==> config.mk <==
export PLATFORM = sky130hd
export DESIGN_NAME = cs_rr_arbiter
export DESIGN_NICKNAME = d
export VERILOG_FILES = /design/src/rtl/cs_arb_pkg.sv /design/src/rtl/rr_pick8.sv /design/src/rtl/cs_rr_arbiter.sv
export SDC_FILE = /design/constraint.sdc
export NUM_CORES = 1
export LEC_CHECK = 0
export BUFFER_PORTS_ARGS = -buffer_cell sky130_fd_sc_hd__buf_2
export CAP_MARGIN = 20
export CORE_MARGIN = 8
export CORE_UTILIZATION = 50
export DETAILED_ROUTE_END_ITERATION = 12
export PLACE_DENSITY = 0.72
export SYNTH_ARGS = -nofsm -noshare
export SYNTH_HDL_FRONTEND = slang
export SYNTH_HIERARCHICAL = 1
export SYNTH_SLANG_ARGS = --single-unit
==> constraint.sdc <==
create_clock -name clk -period 3.3 [get_ports clk]
set_clock_uncertainty 0.15 [all_clocks]
set_input_delay 0.66 -clock clk [delete_from_list [all_inputs] [get_ports clk]]
set_output_delay 0.66 -clock clk [all_outputs]
set_load 0.01 [all_outputs]
==> src/rtl/cs_arb_pkg.sv <==
// Shared types and helpers for the round-robin chip-select arbiter.
package cs_arb_pkg;

  typedef enum logic [1:0] {
    IDLE  = 2'd0,
    GRANT = 2'd1,
    GAP   = 2'd2
  } cs_state_e;

  localparam int NUM_CH = 8;

  // Active-low one-hot select; channel idx drives bit 7-idx.
  function automatic logic [7:0] onehot_n(input logic [2:0] idx);
    logic [7:0] y;
    y = 8'hFF;
    y[3'd7 - idx] = 1'b0;
    return y;
  endfunction

endpackage

==> src/rtl/rr_pick8.sv <==
// Rotate-priority picker: first requester after `last`, wrapping, with `last` searched last.
module rr_pick8 (
  input  logic [7:0] req,
  input  logic [2:0] last,
  output logic [2:0] pick,
  output logic       any
);

  always_comb begin
    pick = last;
    any  = |req;
    // Walk from the farthest offset to the nearest so the nearest requester wins.
    for (int i = 8; i >= 1; i--) begin
      if (req[last + 3'(i)]) begin
        pick = last + 3'(i);
      end
    end
  end

endmodule

==> src/rtl/cs_rr_arbiter.sv <==
// Eight-way round-robin chip-select arbiter with bounded hold time and a break-before-make gap.
module cs_rr_arbiter
  import cs_arb_pkg::*;
#(
  parameter int MAX_HOLD   = 8,
  parameter int GAP_CYCLES = 1
) (
  input  logic      clk,
  input  logic      rst_n,
  input  logic      En,
  input  logic [7:0] req,
  output logic [7:0] Y,
  output logic [2:0] gnt_idx,
  output logic      gnt_valid,
  output cs_state_e dbg_state
);

  localparam logic [7:0] HOLD_LAST = 8'(MAX_HOLD - 1);
  localparam logic [3:0] GAP_LAST  = 4'(GAP_CYCLES - 1);

  cs_state_e  state_q, state_d;
  logic [7:0] y_q, y_d;
  logic [2:0] owner_q, owner_d;
  logic [2:0] last_q, last_d;
  logic [7:0] hold_q, hold_d;
  logic [3:0] gap_q, gap_d;

  logic [2:0] pick;
  logic       any;
  logic       owner_req;
  logic       others_req;

  rr_pick8 u_pick (
    .req  (req),
    .last (last_q),
    .pick (pick),
    .any  (any)
  );

  assign owner_req  = req[owner_q];
  assign others_req = |(req & ~(8'b1 << owner_q));

  always_ff @(posedge clk or negedge rst_n) begin
    if (!rst_n) begin
      state_q <= IDLE;
      y_q     <= 8'hFF;
      owner_q <= 3'd0;
      last_q  <= 3'd7;
      hold_q  <= 8'd0;
      gap_q   <= 4'd0;
    end else begin
      state_q <= state_d;
      y_q     <= y_d;
      owner_q <= owner_d;
      last_q  <= last_d;
      hold_q  <= hold_d;
      gap_q   <= gap_d;
    end
  end

  always_comb begin
    state_d = state_q;
    case (state_q)
      IDLE: begin
        if (En && any) state_d = GRANT;
      end
      GRANT: begin
        if (!En)                                          state_d = IDLE;
        else if (!owner_req)                              state_d = GAP;
        else if ((hold_q == HOLD_LAST) && others_req)     state_d = GAP;
      end
      GAP: begin
        if (!En)                     state_d = IDLE;
        else if (gap_q == GAP_LAST)  state_d = any ? GRANT : IDLE;
      end
      default: state_d = IDLE;
    endcase
  end

  // Registered outputs and counters follow the state being entered.
  always_comb begin
    y_d     = 8'hFF;
    owner_d = owner_q;
    last_d  = last_q;
    hold_d  = 8'd0;
    gap_d   = 4'd0;
    if (state_d == GRANT && state_q != GRANT) begin
      owner_d = pick;
      last_d  = pick;
      y_d     = onehot_n(pick);
    end else if (state_d == GRANT) begin
      y_d    = onehot_n(owner_q);
      hold_d = (hold_q == HOLD_LAST) ? hold_q : hold_q + 8'd1;
    end else if (state_d == GAP && state_q == GAP) begin
      gap_d = gap_q + 4'd1;
    end
  end

  assign Y         = y_q;
  assign gnt_idx   = owner_q;
  assign gnt_valid = ~&y_q;
  assign dbg_state = state_q;

endmodule

# ---- After elaboration in Yosys (flattened, before gate mapping)
# Cells that the tools add are included.
dict set report word_totals {
  word_cells 96
  out_inout_bits 14
  input_bits 11
  reg_bits 28
}
dict set report op_classes {
  add_sub_neg 11
  bitwise_logic 4
  eq_ne 7
  reduce_logical 12
  n_lt_le_gt_ge 12
  shifts 1
  mux 43
}
# cell n
set op_table {}
lappend op_table {{3-bit by 4-bit < comparator with 1-bit output, second input constant} 10}
lappend op_table {{8-bit 2-to-1 mux} 5}
lappend op_table {{1-bit binary-select mux with 3-bit select} 8}
lappend op_table {{8-bit NOT} 3}
lappend op_table {{3-bit 2-to-1 mux} 7}
lappend op_table {{8-bit OR reduction} 2}
lappend op_table {{3-bit adder, second input constant} 4}
lappend op_table {{2-bit 2-to-1 mux} 6}
lappend op_table {{4-bit 2-to-1 mux} 3}
lappend op_table {{1-bit 2-to-1 mux} 11}
lappend op_table {{8-bit by 1-bit adder with 8-bit output, second input constant} 1}
lappend op_table {{8-bit AND} 1}
lappend op_table {{8-bit by 3-bit == test with 1-bit output, second input constant} 1}
lappend op_table {{8-bit AND reduction} 1}
lappend op_table {{1-bit by 3-bit left shift with 8-bit output, first input constant} 1}
lappend op_table {{3-bit by 2-bit adder with 3-bit output, second input constant} 2}
lappend op_table {{1-bit demux with 3-bit select} 2}
lappend op_table {{3-bit by 1-bit greater-or-equal comparator with 1-bit output, second input constant} 2}
lappend op_table {{1-bit logical AND} 6}
lappend op_table {{2-bit case mux with 3 select lines} 1}
lappend op_table {{3-bit subtractor, first input constant} 2}
lappend op_table {{4-bit by 1-bit adder with 4-bit output, second input constant} 1}
lappend op_table {{2-bit by 1-bit == test with 1-bit output, second input constant} 2}
lappend op_table {{2-bit == test, second input constant} 2}
lappend op_table {{6 further kinds} 6}

# ---- Depth between registers and ports, before layout
dict set report logic_depth {
  word_depth 17
  mapped_depth 13
  ltp_nobuf 11
}

# ---- By module
# The synthesis kept the hierarchy.
# module n_inst seq_area_each_um2 cells_per_inst area_each_um2
set by_module_without_submodules {}
lappend by_module_without_submodules {cs_rr_arbiter 1 714.4 162 1549.0}
lappend by_module_without_submodules {rr_pick8 1 0.0 101 904.6}

# ---- Least setup slack after synthesis
# No wires, ideal clock.
dict set report synth_path {
  kind {register to register}
  startpoint {reg last_q[1]}
  endpoint {reg y_q[1], in the netlist Y[1]}
  setup_slack_ns -0.073
  period_less_slack_ns 3.373
  t_required_ns 3.042
  path_buffers 2
  setup_time_ns 0.108
  arrival_ns 3.115
  stages_incl_launch_ff 14
  path_cell_list {dfstp_2 buf_6 buf_2 inv_1 ha_1 mux4_2 mux2i_1 o22ai_1 o211ai_1 a41oi_1 a311oi_1 inv_1 nor3_1 a21oi_1}
}
dict set report synth_between {
  elab_chain_cells 17
  word_cells_on_any_way 36
  cone_classes {8 x add/sub; 2 x order compare; 24 x mux; 1 x bitwise; 1 x reduce/logical}
}
# item line_no
set synth_rtl {}
lappend synth_rtl {{start, declared} cs_rr_arbiter.sv:24} ;# logic [2:0] last_q, last_d;
lappend synth_rtl {{start signal, assigned} cs_rr_arbiter.sv:55} ;# last_q <= last_d;
lappend synth_rtl {{3-bit adder} {rr_pick8.sv:14, rr_pick8.sv:15}}
lappend synth_rtl {{1-bit binary-select mux with 3-bit select} rr_pick8.sv:14} ;# if (req[last + 3'(i)]) begin
lappend synth_rtl {{1-bit 2-to-1 mux (implied by the code)} rr_pick8.sv:14}
lappend synth_rtl {{3-bit 2-to-1 mux (6 in a row)} rr_pick8.sv:14}
lappend synth_rtl {{3-bit 2-to-1 mux *} rr_pick8.sv:14}
lappend synth_rtl {{via pick[1]} cs_rr_arbiter.sv:28} ;# logic [2:0] pick;
lappend synth_rtl {{3-bit subtractor *} cs_arb_pkg.sv:16} ;# y[3'd7 - idx] = 1'b0;
lappend synth_rtl {{3-bit by 4-bit < comparator with 1-bit output (implied by the code) / 3-bit by 1-bit greater-or-equal comparator with 1-bit output (equally long branches)} cs_arb_pkg.sv:16}
lappend synth_rtl {{1-bit logical AND (implied by the code)} cs_arb_pkg.sv:16}
lappend synth_rtl {{1-bit 2-to-1 mux (implied by the code)} cs_arb_pkg.sv:16}
lappend synth_rtl {{1-bit demux with 3-bit select *} cs_arb_pkg.sv:16}
lappend synth_rtl {{8-bit NOT (no source line) *} n/a}
lappend synth_rtl {{8-bit 2-to-1 mux *} cs_rr_arbiter.sv:87} ;# if (state_d == GRANT && state_q != GRANT) begin
lappend synth_rtl {{via y_d[1]} cs_rr_arbiter.sv:22} ;# logic [7:0] y_q, y_d;
lappend synth_rtl {{end signal, assigned} cs_rr_arbiter.sv:53} ;# y_q <= y_d;
lappend synth_rtl {{end, declared} cs_rr_arbiter.sv:22}
# The timed path passes the listed nets; every way through them passes the cells marked *. The select of a mux whose other input is x is not followed.
# A chain may end at the register's enable or synchronous reset.

# ---- Final worst setup path
dict set report layout_path {
  startpoint {reg last_q[1]}
  endpoint {reg y_q[2], in the netlist Y[2]}
}
dict set report layout_between {
  elab_chain_cells 17
  word_cells_on_any_way 36
  cone_classes {8 x add/sub; 2 x order compare; 24 x mux; 1 x bitwise; 1 x reduce/logical}
}
# item line_no
set layout_rtl {}
lappend layout_rtl {{3-bit adder} rr_pick8.sv:14}
lappend layout_rtl {{1-bit binary-select mux with 3-bit select} rr_pick8.sv:14}
lappend layout_rtl {{1-bit 2-to-1 mux (implied by the code)} rr_pick8.sv:14}
lappend layout_rtl {{3-bit 2-to-1 mux (6 in a row)} rr_pick8.sv:14}
lappend layout_rtl {{3-bit 2-to-1 mux *} rr_pick8.sv:14}
lappend layout_rtl {{via pick[0]} cs_rr_arbiter.sv:28}
lappend layout_rtl {{3-bit subtractor *} cs_arb_pkg.sv:16}
lappend layout_rtl {{3-bit by 4-bit < comparator with 1-bit output (implied by the code) / 3-bit by 1-bit greater-or-equal comparator with 1-bit output (equally long branches)} cs_arb_pkg.sv:16}
lappend layout_rtl {{1-bit logical AND (implied by the code)} cs_arb_pkg.sv:16}
lappend layout_rtl {{1-bit 2-to-1 mux (implied by the code)} cs_arb_pkg.sv:16}
lappend layout_rtl {{1-bit demux with 3-bit select *} cs_arb_pkg.sv:16}
lappend layout_rtl {{8-bit NOT (no source line) *} n/a}
lappend layout_rtl {{8-bit 2-to-1 mux *} cs_rr_arbiter.sv:87}
lappend layout_rtl {{via y_d[2]} cs_rr_arbiter.sv:22}
# Marked as above.

==> flow_metrics.env <==
export IMPL_outcome="finished clean"
export IMPL_p_per_area_mw_per_mm2=1030
export IMPL_overflow=0
export IMPL_use_met2_pct=24.2
export IMPL_drv_slew=0
export IMPL_drive_above_1_share_pct=27.7
export IMPL_grt_pass1_wl_um=9690
export IMPL_worstPathArrival_ns=3.15
export IMPL_path_class="reg2reg"
export IMPL_async_flop_share_pct=100
export IMPL_antenna_found_initial=0
export IMPL_route_detailed_drc=0
export IMPL_synth_cell_area_sq_mm=0.00245
export IMPL_cts_root_buf="clkbuf_8"
export IMPL_yosys_warnings=6
export IMPL_worstPathRequired_ns=3.35
export IMPL_clkLatencyLatePin_ns=0.27
export IMPL_yosysSeqAreaShare_pct=29.1
export IMPL_start_kind="register"
export IMPL_path_clk_slew_ns=0.09
export IMPL_grt_setup_unrepaired="false"
export IMPL_numPortBuffers=24
export IMPL_via_per_inst=6.00
export IMPL_place_ws_ns=0.165
export IMPL_grt_start_max_net_pins=29
export IMPL_synth_seq_cells=28
export IMPL_drtIter0Drc=248
export IMPL_track_usage_pct=15.7
export IMPL_cp_endpoint="Y[2]"
export IMPL_fin_crit_ns=3.10
export IMPL_endpoint_kind="register"
export IMPL_crit_path_start="last_q[1]"
export IMPL_synthAdderAreaFrac_pct=2.55
export IMPL_synth_compound_area_share_pct=15.9
export IMPL_final_setup_viol_count=0
export IMPL_clock_fmax_mhz=322
export IMPL_ant_nets=0
export IMPL_routabilityCongestion=0.904
export IMPL_core_sq_mm=0.00472
export IMPL_io_pins=25
export IMPL_gr_usage_met3_pct=3.34
export IMPL_die_y_um=86.1
export IMPL_grt_busiest_layer="met2"
export IMPL_critical_path_cell_chain="inv_1, ha_1, mux4_2, mux2i_2, o21ai_0, a21bo_1, a21boi_1, xnor2_1, inv_1, nor3_1, a21oi_1"
export IMPL_min_path_type="in2async"
export IMPL_start_util_pct=51.9
export IMPL_peakVddDrop_mv=0.448
export IMPL_dp_hpwl_um=4240
export IMPL_final_cell_mix="25 x nand2_1, 24 x buf_2, 23 x mux2i_1, 23 x nor2_1, 17 x dfrtp_1"
export IMPL_cts_tree="yes"
export IMPL_leakage_nw=1.10
export IMPL_reg2reg_from="last_q[1]"
export IMPL_cts_hold_buf=0
export IMPL_min_period_over_period_pct=94.1
export IMPL_vias=2137
export IMPL_synth_top_family_by_area="simple AND/OR/NAND/NOR gates"
export IMPL_routed_wirelength_um=5590
export IMPL_cts_path_max_buffers=2
export IMPL_clkSinkCount=28
export IMPL_slew_headroom_pct=61.6
export IMPL_htreeDepth=1
export IMPL_synth_edf_count=0
export IMPL_diodes=0
export IMPL_hold_viol_final=0
export IMPL_use_met1_pct=22.5
export IMPL_setup_tns_ns=0
export IMPL_final_common_cell="nand2_1"
export IMPL_rrSetupSlack_ns=0.20
export IMPL_tightest_slew_ns=0.576
export IMPL_stdcell_count=356
export IMPL_max_stage_delay_ns=0.57
export IMPL_rows=25
export IMPL_synth_main_ff_cell="dfrtp_1"
export IMPL_yosys_area_share_xor_xnor_pct=3.93
export IMPL_synth_fp_nets=279
export IMPL_first_pass_iters=5
export IMPL_crit_top_cell="inv_1"
export IMPL_cts_buffers=3
export IMPL_timing_rr_end="Y[2]"
export IMPL_postSynthCellCount=263
export IMPL_reg2reg_depth=11
export IMPL_dpl_cell_count=352
export IMPL_final_util_pct=58.1
export IMPL_die_area_sq_mm=0.00740
export IMPL_grt_pass1_vias=2018
export IMPL_avgRoutedWirePerCell_um=15.7
export IMPL_fin_nets=306
export IMPL_synth_simple_area_share_pct=22.1
export IMPL_synth_cell_type_count=55
export IMPL_critical_path_max_fanout=5
export IMPL_cp_slowest_cell="dfstp_2"
export IMPL_avgSynthCellArea_sq_um=9.33
export IMPL_layout_area_overhead_vs_synth_pct=11.8
export IMPL_muxShareOfSynthArea_pct=21.0
export IMPL_timing_final_ws_setup_ns=0.196
export IMPL_fill_cells=424
export IMPL_die_x_um=86.1
export IMPL_max_cap_violations=0
==> logic make-up (layout without fill, tap and decap cells) <==
| group | after synthesis | in the layout |
|---|---|---|
| AOI/OAI and AO/OA | 51 | 51 |
| xor gates and xnor gates | 11 | 11 |
| adders and majority gates | 5 | 5 |
| buffers and inverters | 26 | 52 |
| DFF | 28 | 28 |
| muxes | 40 | 40 |
| and+or+nand+nor | 102 | 102 |
==> per-stage QoR <==
stage	instance area, sq um	hold WS, ns	total power, mW
6_report	2740	0.233	2.83
5_1_grt	2740	0.291	3.05
4_1_cts	2730	0.251	2.80
3_5_place_dp	2670	0.334	2.58
3_3_place_gp	2670	0.324	2.56
2_1_floorplan	2460	0.214	2.06
==> power breakdown <==
part	switching (mW)	internal, mW
clock	0.0982	0.107
sequential	0.122	0.466
combinational	1.12	0.919
total	1.34	1.49
==> worst min path at each step <==
stage / cells past startpoint / endpoint / start
2_1_floorplan: 0 / dbg_state[0] / rst_n
3_3_place_gp: 1 / gap_q[0] / gap_q[0]
3_5_place_dp: 1 / gap_q[0] / gap_q[0]
4_1_cts: 1 / gap_q[2] / rst_n
5_1_grt: 1 / gap_q[2] / rst_n
6_report: 1 / hold_q[7] / rst_n
==> registers in the layout, indices dropped and copies added, names as in the netlist <==
register,cells
dbg_state,2
hold_q,8
gap_q,4
Y,8
last_q,3
gnt_idx,3
==> layer usage <==
metal  share of wire [%]  wire length, um  vias to the layer above
met5                   0                0                        -
met4                   0                0                        0
met3                 8.2              461                        0
met2                  45             2530                       81
met1                  47             2600                     1013
li1                    -                -                     1043
==> cells in the mapped netlist, drive strengths merged (10+ instances only) <==
| cell | count | share of area [%] |
|---|---|---|
| nor3 | 14 | 2.9 |
| nand2 | 26 | 4.1 |
| mux2i | 24 | 9.8 |
| dfstp | 11 | 12 |
| buf | 10 | 3.0 |
| nor2 | 23 | 3.5 |
| inv | 13 | 2.0 |
| dfrtp | 17 | 17 |
==> cell type report <==
| cell class | instances | area (sq um) | share of cell area, % |
|---|---|---|---|
| clock buffers | 4 | 55.1 | 2.01 |
| inverters | 13 | 48.8 | 1.78 |
| multi-input cells | 209 | 1620 | 59.1 |
| flip-flops and latches | 28 | 714 | 26.0 |
| well taps | 67 | 83.8 | 3.06 |
| repair buffers | 35 | 219 | 7.98 |
==> worst max-delay path: cells and delay by family, from the launching register on <==
kind | cells | cell delay [ns]
DFF | 1 | 0.57
AOI/OAI and AO/OA | 4 | 0.61
adders and majority gates | 1 | 0.38
and+or+nand+nor | 1 | 0.22
xor gates and xnor gates | 1 | 0.21
buffers and inverters | 2 | 0.28
muxes | 2 | 0.62
==> what timing repair did <==
| action | 4_1_cts | 5_1_grt |
|---|---|---|
| gates resized for setup | 0 | 3 |
| setup endpoints to repair | 0 | 9 |
| setup buffers | 0 | 0 |
(Power assumes the default switching activity.)
